File: src/rtl/mips_cpu_bus_arbiter_if.sv
// Avalon-style bus bundle shared by the CPU fetch port, CPU data port and the memory slave.
// The master modport issues commands; the slave modport answers with waitrequest/readdata/error.
interface mips_cpu_bus_arbiter_if #(
  parameter int ADDR_W = 32
);
  logic              read;
  logic              write;
  logic [ADDR_W-1:0] address;
  logic [3:0]        byteenable;
  logic [31:0]       writedata;
  logic              waitrequest;
  logic [31:0]       readdata;
  logic              error;

  modport master (
    output read, write, address, byteenable, writedata,
    input  waitrequest, readdata, error
  );

  modport slave (
    input  read, write, address, byteenable, writedata,
    output waitrequest, readdata, error
  );
endinterface

File: src/rtl/mips_cpu_bus_arbiter.sv
// Round-robin arbiter sharing one Avalon-style memory bus between the CPU fetch and data ports.
// One transaction in flight; read data is captured READ_LATENCY cycles after the slave accepts.
module mips_cpu_bus_arbiter #(
  parameter int ADDR_W       = 32,
  parameter int READ_LATENCY = 1
) (
  input  logic                   clk,
  input  logic                   reset_n,
  mips_cpu_bus_arbiter_if.slave  ibus,
  mips_cpu_bus_arbiter_if.slave  dbus,
  mips_cpu_bus_arbiter_if.master sbus
);

  localparam int CNT_W = (READ_LATENCY > 1) ? $clog2(READ_LATENCY) : 1;
  localparam logic [CNT_W-1:0] CNT_LOAD = CNT_W'(READ_LATENCY - 1);

  typedef enum logic [1:0] {
    IDLE     = 2'd0,
    ISSUE    = 2'd1,
    WAIT_RD  = 2'd2,
    COMPLETE = 2'd3
  } state_t;

  typedef enum logic {
    PORT_I = 1'b0,
    PORT_D = 1'b1
  } port_t;

  state_t            state;
  state_t            state_nxt;
  port_t             owner;
  port_t             last;
  port_t             grant;
  logic              req_i;
  logic              req_d;
  logic              grant_valid;
  logic              d_conflict;
  logic              err_grant;
  logic              issuing;
  logic              accepted;
  logic              last_beat;
  logic [CNT_W-1:0]  cnt;
  logic [ADDR_W-1:0] cmd_addr;
  logic [3:0]        cmd_be;
  logic [31:0]       cmd_wdata;
  logic              cmd_write;
  logic [31:0]       rdata_q;
  logic [31:0]       i_rdata_q;
  logic [31:0]       d_rdata_q;
  logic              unused_inputs;

  // Fetch port is read-only and the slave never reports errors, so these inputs are ignored.
  assign unused_inputs = ^{ibus.write, ibus.byteenable, ibus.writedata, sbus.error};

  // With both ports requesting, the one not served last wins, bounding the wait to one transaction.
  always_comb begin
    req_i       = ibus.read;
    req_d       = dbus.read | dbus.write;
    grant_valid = req_i | req_d;
    d_conflict  = dbus.read & dbus.write;
    grant       = PORT_I;
    if (req_i && req_d) begin
      grant = (last == PORT_I) ? PORT_D : PORT_I;
    end else if (req_d) begin
      grant = PORT_D;
    end
    err_grant = (state == IDLE) && grant_valid && (grant == PORT_D) && d_conflict;
  end

  always_ff @(posedge clk or negedge reset_n) begin
    if (!reset_n) begin
      state <= IDLE;
    end else begin
      state <= state_nxt;
    end
  end

  always_comb begin
    state_nxt = state;
    issuing   = (state == ISSUE);
    accepted  = issuing && !sbus.waitrequest;
    last_beat = (state == WAIT_RD) && (cnt == '0);

    case (state)
      IDLE: begin
        if (grant_valid) begin
          state_nxt = err_grant ? COMPLETE : ISSUE;
        end
      end
      ISSUE: begin
        if (accepted) begin
          state_nxt = cmd_write ? COMPLETE : WAIT_RD;
        end
      end
      WAIT_RD: begin
        if (last_beat) begin
          state_nxt = COMPLETE;
        end
      end
      COMPLETE: state_nxt = IDLE;
      default:  state_nxt = IDLE;
    endcase

    sbus.read        = issuing & ~cmd_write;
    sbus.write       = issuing & cmd_write;
    sbus.address     = issuing ? cmd_addr : '0;
    sbus.byteenable  = issuing ? cmd_be : 4'b0000;
    sbus.writedata   = issuing ? cmd_wdata : 32'h0;

    ibus.waitrequest = !((state == COMPLETE) && (owner == PORT_I));
    dbus.waitrequest = !((state == COMPLETE) && (owner == PORT_D));
    ibus.readdata    = i_rdata_q;
    dbus.readdata    = d_rdata_q;
    ibus.error       = 1'b0;
    // Gated so the Mealy error output stays quiet while reset holds the FSM in IDLE.
    dbus.error       = err_grant & reset_n;
  end

  // Each port's readdata view is loaded only as that port enters COMPLETE, then held.
  always_ff @(posedge clk or negedge reset_n) begin
    if (!reset_n) begin
      owner     <= PORT_I;
      last      <= PORT_D;
      cnt       <= '0;
      cmd_addr  <= '0;
      cmd_be    <= 4'b0000;
      cmd_wdata <= 32'h0;
      cmd_write <= 1'b0;
      rdata_q   <= 32'h0;
      i_rdata_q <= 32'h0;
      d_rdata_q <= 32'h0;
    end else begin
      case (state)
        IDLE: begin
          if (grant_valid) begin
            owner <= grant;
            last  <= grant;
            if (grant == PORT_I) begin
              cmd_addr  <= ibus.address;
              cmd_be    <= 4'b1111;
              cmd_wdata <= 32'h0;
              cmd_write <= 1'b0;
            end else begin
              cmd_addr  <= dbus.address;
              cmd_be    <= dbus.byteenable;
              cmd_wdata <= dbus.writedata;
              cmd_write <= dbus.write;
            end
            if (err_grant) begin
              rdata_q   <= 32'h0;
              d_rdata_q <= 32'h0;
            end
          end
        end
        ISSUE: begin
          if (accepted) begin
            if (!cmd_write) begin
              cnt <= CNT_LOAD;
            end else if (owner == PORT_I) begin
              i_rdata_q <= rdata_q;
            end else begin
              d_rdata_q <= rdata_q;
            end
          end
        end
        WAIT_RD: begin
          if (cnt != '0) begin
            cnt <= cnt - 1'b1;
          end else begin
            rdata_q <= sbus.readdata;
            if (owner == PORT_I) begin
              i_rdata_q <= sbus.readdata;
            end else begin
              d_rdata_q <= sbus.readdata;
            end
          end
        end
        default: begin
        end
      endcase
    end
  end

endmodule

File: src/flat_wrapper.sv
// flat-port wrapper written by rule: the top's interface ports become plain ports
module mips_cpu_bus_arbiter_flat 
#(
  parameter int ADDR_W       = 32,
  parameter int READ_LATENCY = 1
)
  (clk, reset_n, ibus_read, ibus_write, ibus_address, ibus_byteenable, ibus_writedata, ibus_waitrequest, ibus_readdata, ibus_error, dbus_read, dbus_write, dbus_address, dbus_byteenable, dbus_writedata, dbus_waitrequest, dbus_readdata, dbus_error, sbus_read, sbus_write, sbus_address, sbus_byteenable, sbus_writedata, sbus_waitrequest, sbus_readdata, sbus_error);
  mips_cpu_bus_arbiter_if #(.ADDR_W(ADDR_W)) ibus_i ();
  mips_cpu_bus_arbiter_if #(.ADDR_W(ADDR_W)) dbus_i ();
  mips_cpu_bus_arbiter_if #(.ADDR_W(ADDR_W)) sbus_i ();
  input  logic clk;
  input  logic reset_n;
  input wire logic [$bits(ibus_i.read)-1:0] ibus_read;
  input wire logic [$bits(ibus_i.write)-1:0] ibus_write;
  input wire logic [$bits(ibus_i.address)-1:0] ibus_address;
  input wire logic [$bits(ibus_i.byteenable)-1:0] ibus_byteenable;
  input wire logic [$bits(ibus_i.writedata)-1:0] ibus_writedata;
  output wire logic [$bits(ibus_i.waitrequest)-1:0] ibus_waitrequest;
  output wire logic [$bits(ibus_i.readdata)-1:0] ibus_readdata;
  output wire logic [$bits(ibus_i.error)-1:0] ibus_error;
  input wire logic [$bits(dbus_i.read)-1:0] dbus_read;
  input wire logic [$bits(dbus_i.write)-1:0] dbus_write;
  input wire logic [$bits(dbus_i.address)-1:0] dbus_address;
  input wire logic [$bits(dbus_i.byteenable)-1:0] dbus_byteenable;
  input wire logic [$bits(dbus_i.writedata)-1:0] dbus_writedata;
  output wire logic [$bits(dbus_i.waitrequest)-1:0] dbus_waitrequest;
  output wire logic [$bits(dbus_i.readdata)-1:0] dbus_readdata;
  output wire logic [$bits(dbus_i.error)-1:0] dbus_error;
  output wire logic [$bits(sbus_i.read)-1:0] sbus_read;
  output wire logic [$bits(sbus_i.write)-1:0] sbus_write;
  output wire logic [$bits(sbus_i.address)-1:0] sbus_address;
  output wire logic [$bits(sbus_i.byteenable)-1:0] sbus_byteenable;
  output wire logic [$bits(sbus_i.writedata)-1:0] sbus_writedata;
  input wire logic [$bits(sbus_i.waitrequest)-1:0] sbus_waitrequest;
  input wire logic [$bits(sbus_i.readdata)-1:0] sbus_readdata;
  input wire logic [$bits(sbus_i.error)-1:0] sbus_error;
  assign ibus_i.read = ibus_read;
  assign ibus_i.write = ibus_write;
  assign ibus_i.address = ibus_address;
  assign ibus_i.byteenable = ibus_byteenable;
  assign ibus_i.writedata = ibus_writedata;
  assign ibus_waitrequest = ibus_i.waitrequest;
  assign ibus_readdata = ibus_i.readdata;
  assign ibus_error = ibus_i.error;
  assign dbus_i.read = dbus_read;
  assign dbus_i.write = dbus_write;
  assign dbus_i.address = dbus_address;
  assign dbus_i.byteenable = dbus_byteenable;
  assign dbus_i.writedata = dbus_writedata;
  assign dbus_waitrequest = dbus_i.waitrequest;
  assign dbus_readdata = dbus_i.readdata;
  assign dbus_error = dbus_i.error;
  assign sbus_read = sbus_i.read;
  assign sbus_write = sbus_i.write;
  assign sbus_address = sbus_i.address;
  assign sbus_byteenable = sbus_i.byteenable;
  assign sbus_writedata = sbus_i.writedata;
  assign sbus_i.waitrequest = sbus_waitrequest;
  assign sbus_i.readdata = sbus_readdata;
  assign sbus_i.error = sbus_error;
  mips_cpu_bus_arbiter #(.ADDR_W(ADDR_W), .READ_LATENCY(READ_LATENCY)) u_core (.clk(clk), .reset_n(reset_n), .ibus(ibus_i), .dbus(dbus_i), .sbus(sbus_i));
endmodule
File: config.mk
export PLATFORM = sky130hd
export DESIGN_NAME = mips_cpu_bus_arbiter_flat
export DESIGN_NICKNAME = d
export VERILOG_FILES = /design/src/rtl/mips_cpu_bus_arbiter_if.sv /design/src/rtl/mips_cpu_bus_arbiter.sv /design/src/flat_wrapper.sv
export SDC_FILE = /design/constraint.sdc
export NUM_CORES = 1
export LEC_CHECK = 0
export CORE_UTILIZATION = 44
export CTS_CLUSTER_SIZE = 20
export DETAILED_ROUTE_END_ITERATION = 6
export PLACE_DENSITY = 0.81
export SETUP_SLACK_MARGIN = 0.2
export SLEW_MARGIN = 20
export SYNTH_ARGS = -nofsm -noshare
export SYNTH_HDL_FRONTEND = slang
export SYNTH_SLANG_ARGS = --single-unit
File: constraint.sdc
create_clock -name clk -period 2.8 [get_ports clk]
set_clock_uncertainty 0.1 [all_clocks]
set_input_delay 0.56 -clock clk [delete_from_list [all_inputs] [get_ports clk]]
set_output_delay 0.56 -clock clk [all_outputs]
set_load 0.005 [all_outputs]
==> results.toml <==
[outcome]
outcome = "complete, no violations"

[synth]
synth.most_common_cell = "dfrtp_1"
synthSimpleGateAreaFrac_pct = 16.9
muxShareOfSynthArea_pct = 10.3
synth_fa_ha_area_share_pct = 0.798
netlist.area_leader.share_pct = 53.6
synth_edf_count = 0
yosys-top-cells-area = "dfrtp_1 54%, nand2_1 6.4%, mux2_4 5.7%"
netlist_area_um2 = 7840
synth-xor-area-share_pct = 0
synth_ff_type = "dfrtp_1"
async_flop_share_pct = 100
ys_seq_area_share_pct = 54.0
synth_area_per_cell_um2 = 10.3
synth_commonest_cells = "168 x dfrtp_1, 133 x nand2_1, 69 x and2_1, 69 x o21ai_0, 34 x nand2b_1"
synth_top_family_by_area = "simple AND/OR/NAND/NOR gates"
synth_compound_area_share_pct = 14.2
yosysTopAreaCell = "dfrtp_1"
synthCells = 759
synth_nets = 940
synth_warnings = 0
ys_types = 36
ys_seq_elements = 169

[timing]
max_slew_margin_pct = 41.9
slew_viol_final = 0
max_clock_freq_ghz = 0.383
hold_viol_final = 0
rsz0062_at_grt = "true"
finalSetupViolations = 0
tightest_slew_ns = 0.872
whs_ns = 0.213
fin_tns_setup_ns = 0
period_share_pct = 93.3
fin_crit_ns = 2.61

[layout]
antenna_cells = 0
synthToLayoutAreaGrowth_pct = 50.9
drive_gt1_share_pct = 11.8
final_cell_count_no_fill = 1277
fin_nets = 1220

[route]
vias = 6523
vias_per_cell = 5.11
route.detailed.drc = 0
ant_nets = 0
wirelength_um = 22100
drt_pass1_iterations = 4
drt_iter0_markers = 400
wire_per_inst_um = 17.3

[power_and_ir_drop]
power.leakage_nw = 5.70
peakVddDrop_mv = 0.926
power_density_nw_per_um2 = 1120

[clock_tree]
clk_path_buf_depth = 2
cts_tree = "done"
cts-buffers-inserted = 17
clock_sinks = 169
htreeDepth = 4
ctsRootBufferMaster = "clkbuf_16"
insertion_delay_ns = 0.42
path_clk_slew_ns = 0.06

[placement]
dp_hpwl_um = 15000
place_congestion = 0.755
placedCellCount = 1227
port_buffers = 274

[floorplanning]
core_area_um2 = 17400
rows = 48
dieArea_um2 = 18300
ioPinCount = 314
die_x_um = 135
die_h_um = 135
start_util_pct = 45.1

[setup_path]
critPathRequiredTime_ns = 2.14
end_kind = "output port"
worst-setup-path-type = "reg -> out"
worstPathMaxFanout = 11
cp.arrival_ns = 1.95
crit_path_start_kind = "register"

[global_route]
grt_pass1_vias = 6470
overflow = 0
antenna_found_initial = 0
track_usage_pct = 24.5
grt_pass1_wl_um = 33900
grt_max_degree = 68

[flow_run]
drv_cap = 0

[hold_path]
min_path_type = "in -> async"
==> state kept, by name, indices dropped and copies added (netlist names), 2 cells and up <==
name and count:
u_core.rdata_q 32, u_core.dbus.readdata 32, u_core.ibus.readdata 32, u_core.state 2, u_core.cmd_addr 32, u_core.cmd_be 4, u_core.cmd_wdata 32
==> repair_timing <==
action / in CTS / in global routing
buffers inserted: 9 / 7
endpoints found under the setup margin: 71 / 50
hold buffers: 0 / 0
cloned: 0 / 2
gates resized for setup: 29 / 38
==> cell usage in the layout (no fill, tap or decap), drive strengths merged, types with 2 or more instances in the layout <==
| cell type | netlist | layout |
|---|---|---|
| bufinv | 0 | 4 |
| nor2 | 33 | 33 |
| a22o | 33 | 33 |
| dlygate4sd2 | 0 | 20 |
| inv | 4 | 9 |
| and2 | 69 | 69 |
| o22a | 4 | 4 |
| o21ai | 70 | 70 |
| nand3b | 2 | 2 |
| buf | 28 | 44 |
| ha | 5 | 5 |
| clkbuf | 30 | 22 |
| mux2 | 33 | 33 |
| a31oi | 32 | 32 |
| dlymetal6s2s | 0 | 31 |
| nand3 | 2 | 2 |
| clkinvlp | 0 | 2 |
| a21oi | 33 | 33 |
| nand2b | 34 | 34 |
| dfrtp | 168 | 168 |
| clkdlybuf4s50 | 0 | 222 |
| nand2 | 133 | 133 |
| nor2b | 3 | 3 |
| mux2i | 32 | 32 |
==> power by group <==
| group | total (mW) | internal (mW) | switching, mW |
|---|---|---|---|
| sequential | 4.32 | 3.62 | 0.695 |
| combinational | 6.42 | 3.46 | 2.96 |
| clock | 2.55 | 1.56 | 0.994 |
| total | 13.3 | 8.64 | 4.65 |
==> worst paths after layout <==
| path | from | to | slack [ns] | depth (start not counted) |
|---|---|---|---|---|
| setup / recovery | u_core.state[1]$_DFFE_PN0N_ | sbus_address[27] | 0.19 | 6 |
| hold / removal | reset_n | u_core.cmd_wdata[28]$_DFFE_PN0P_ | 0.21 | 2 |
| setup reg to reg | u_core.state[0]$_DFFE_PN0N_ | u_core.dbus.readdata[15]$_DFFE_PN0P_ | 0.42 | 8 |
| hold reg to reg | u_core.cmd_addr[21]$_DFFE_PN0P_ | u_core.cmd_addr[21]$_DFFE_PN0P_ | 0.37 | 2 |
| max in group asynchronous | reset_n | u_core.rdata_q[20]$_DFFE_PN0P_ | 1.18 | 3 |
| min in group clk | u_core.cmd_addr[21]$_DFFE_PN0P_ | u_core.cmd_addr[21]$_DFFE_PN0P_ | 0.37 | 2 |
==> routing by layer <==
metal  vias to the layer above  part of all wire (%)  GRT usage [%]
li1                       3145                     -              -
met4                         0                   2.2           8.43
met5                         -                     0              0
met3                        31                   7.1           7.26
met1                      3116                    40           29.5
met2                       231                    50           41.6
==> cell families (layout without fill, tap and decap cells) <==
logic type / after synthesis / in the layout
other: 1 / 1
multiplexers: 65 / 65
AND/OR/NAND/NOR: 278 / 278
buffers and inverters: 62 / 355
flip-flops: 169 / 169
AO/OA/AOI/OAI: 179 / 179
adder cells (fa/ha/maj): 5 / 5
==> cell type report <==
class                      instances  area [um^2]
multi-input combinational        528         3370
tap                              225          282
timing repair buffer             319         3290
clock inverter                    12          186
inverter                           4         15.0
sequential                       169         4230
clock buffer                      20          457
fill                            1335         5530
==> metrics by stage <==
stage | power, mW | instance area [um^2] | setup slack [ns] | util, %
finish | 13.3 | 11800 | 0.188 | 68.1
global route | 14.2 | 11800 | 0.118 | 68.1
CTS | 13.2 | 11600 | 0.170 | 66.9
detailed placement | 10.6 | 10900 | 0.157 | 62.8
global placement | 10.3 | 10900 | 0.157 | 62.8
floorplan | 7.57 | 7840 | 0.656 | -
==> worst max-delay path: stages, from the launching register on <==
cell and delay, ns:
dfrtp_1 0.39, inv_2 0.08, ha_4 0.14, buf_6 0.13
clkbuf_16 0.15, and2_1 0.13, clkdlybuf4s50_1 0.50
Power figures use the tool's default switching activity.
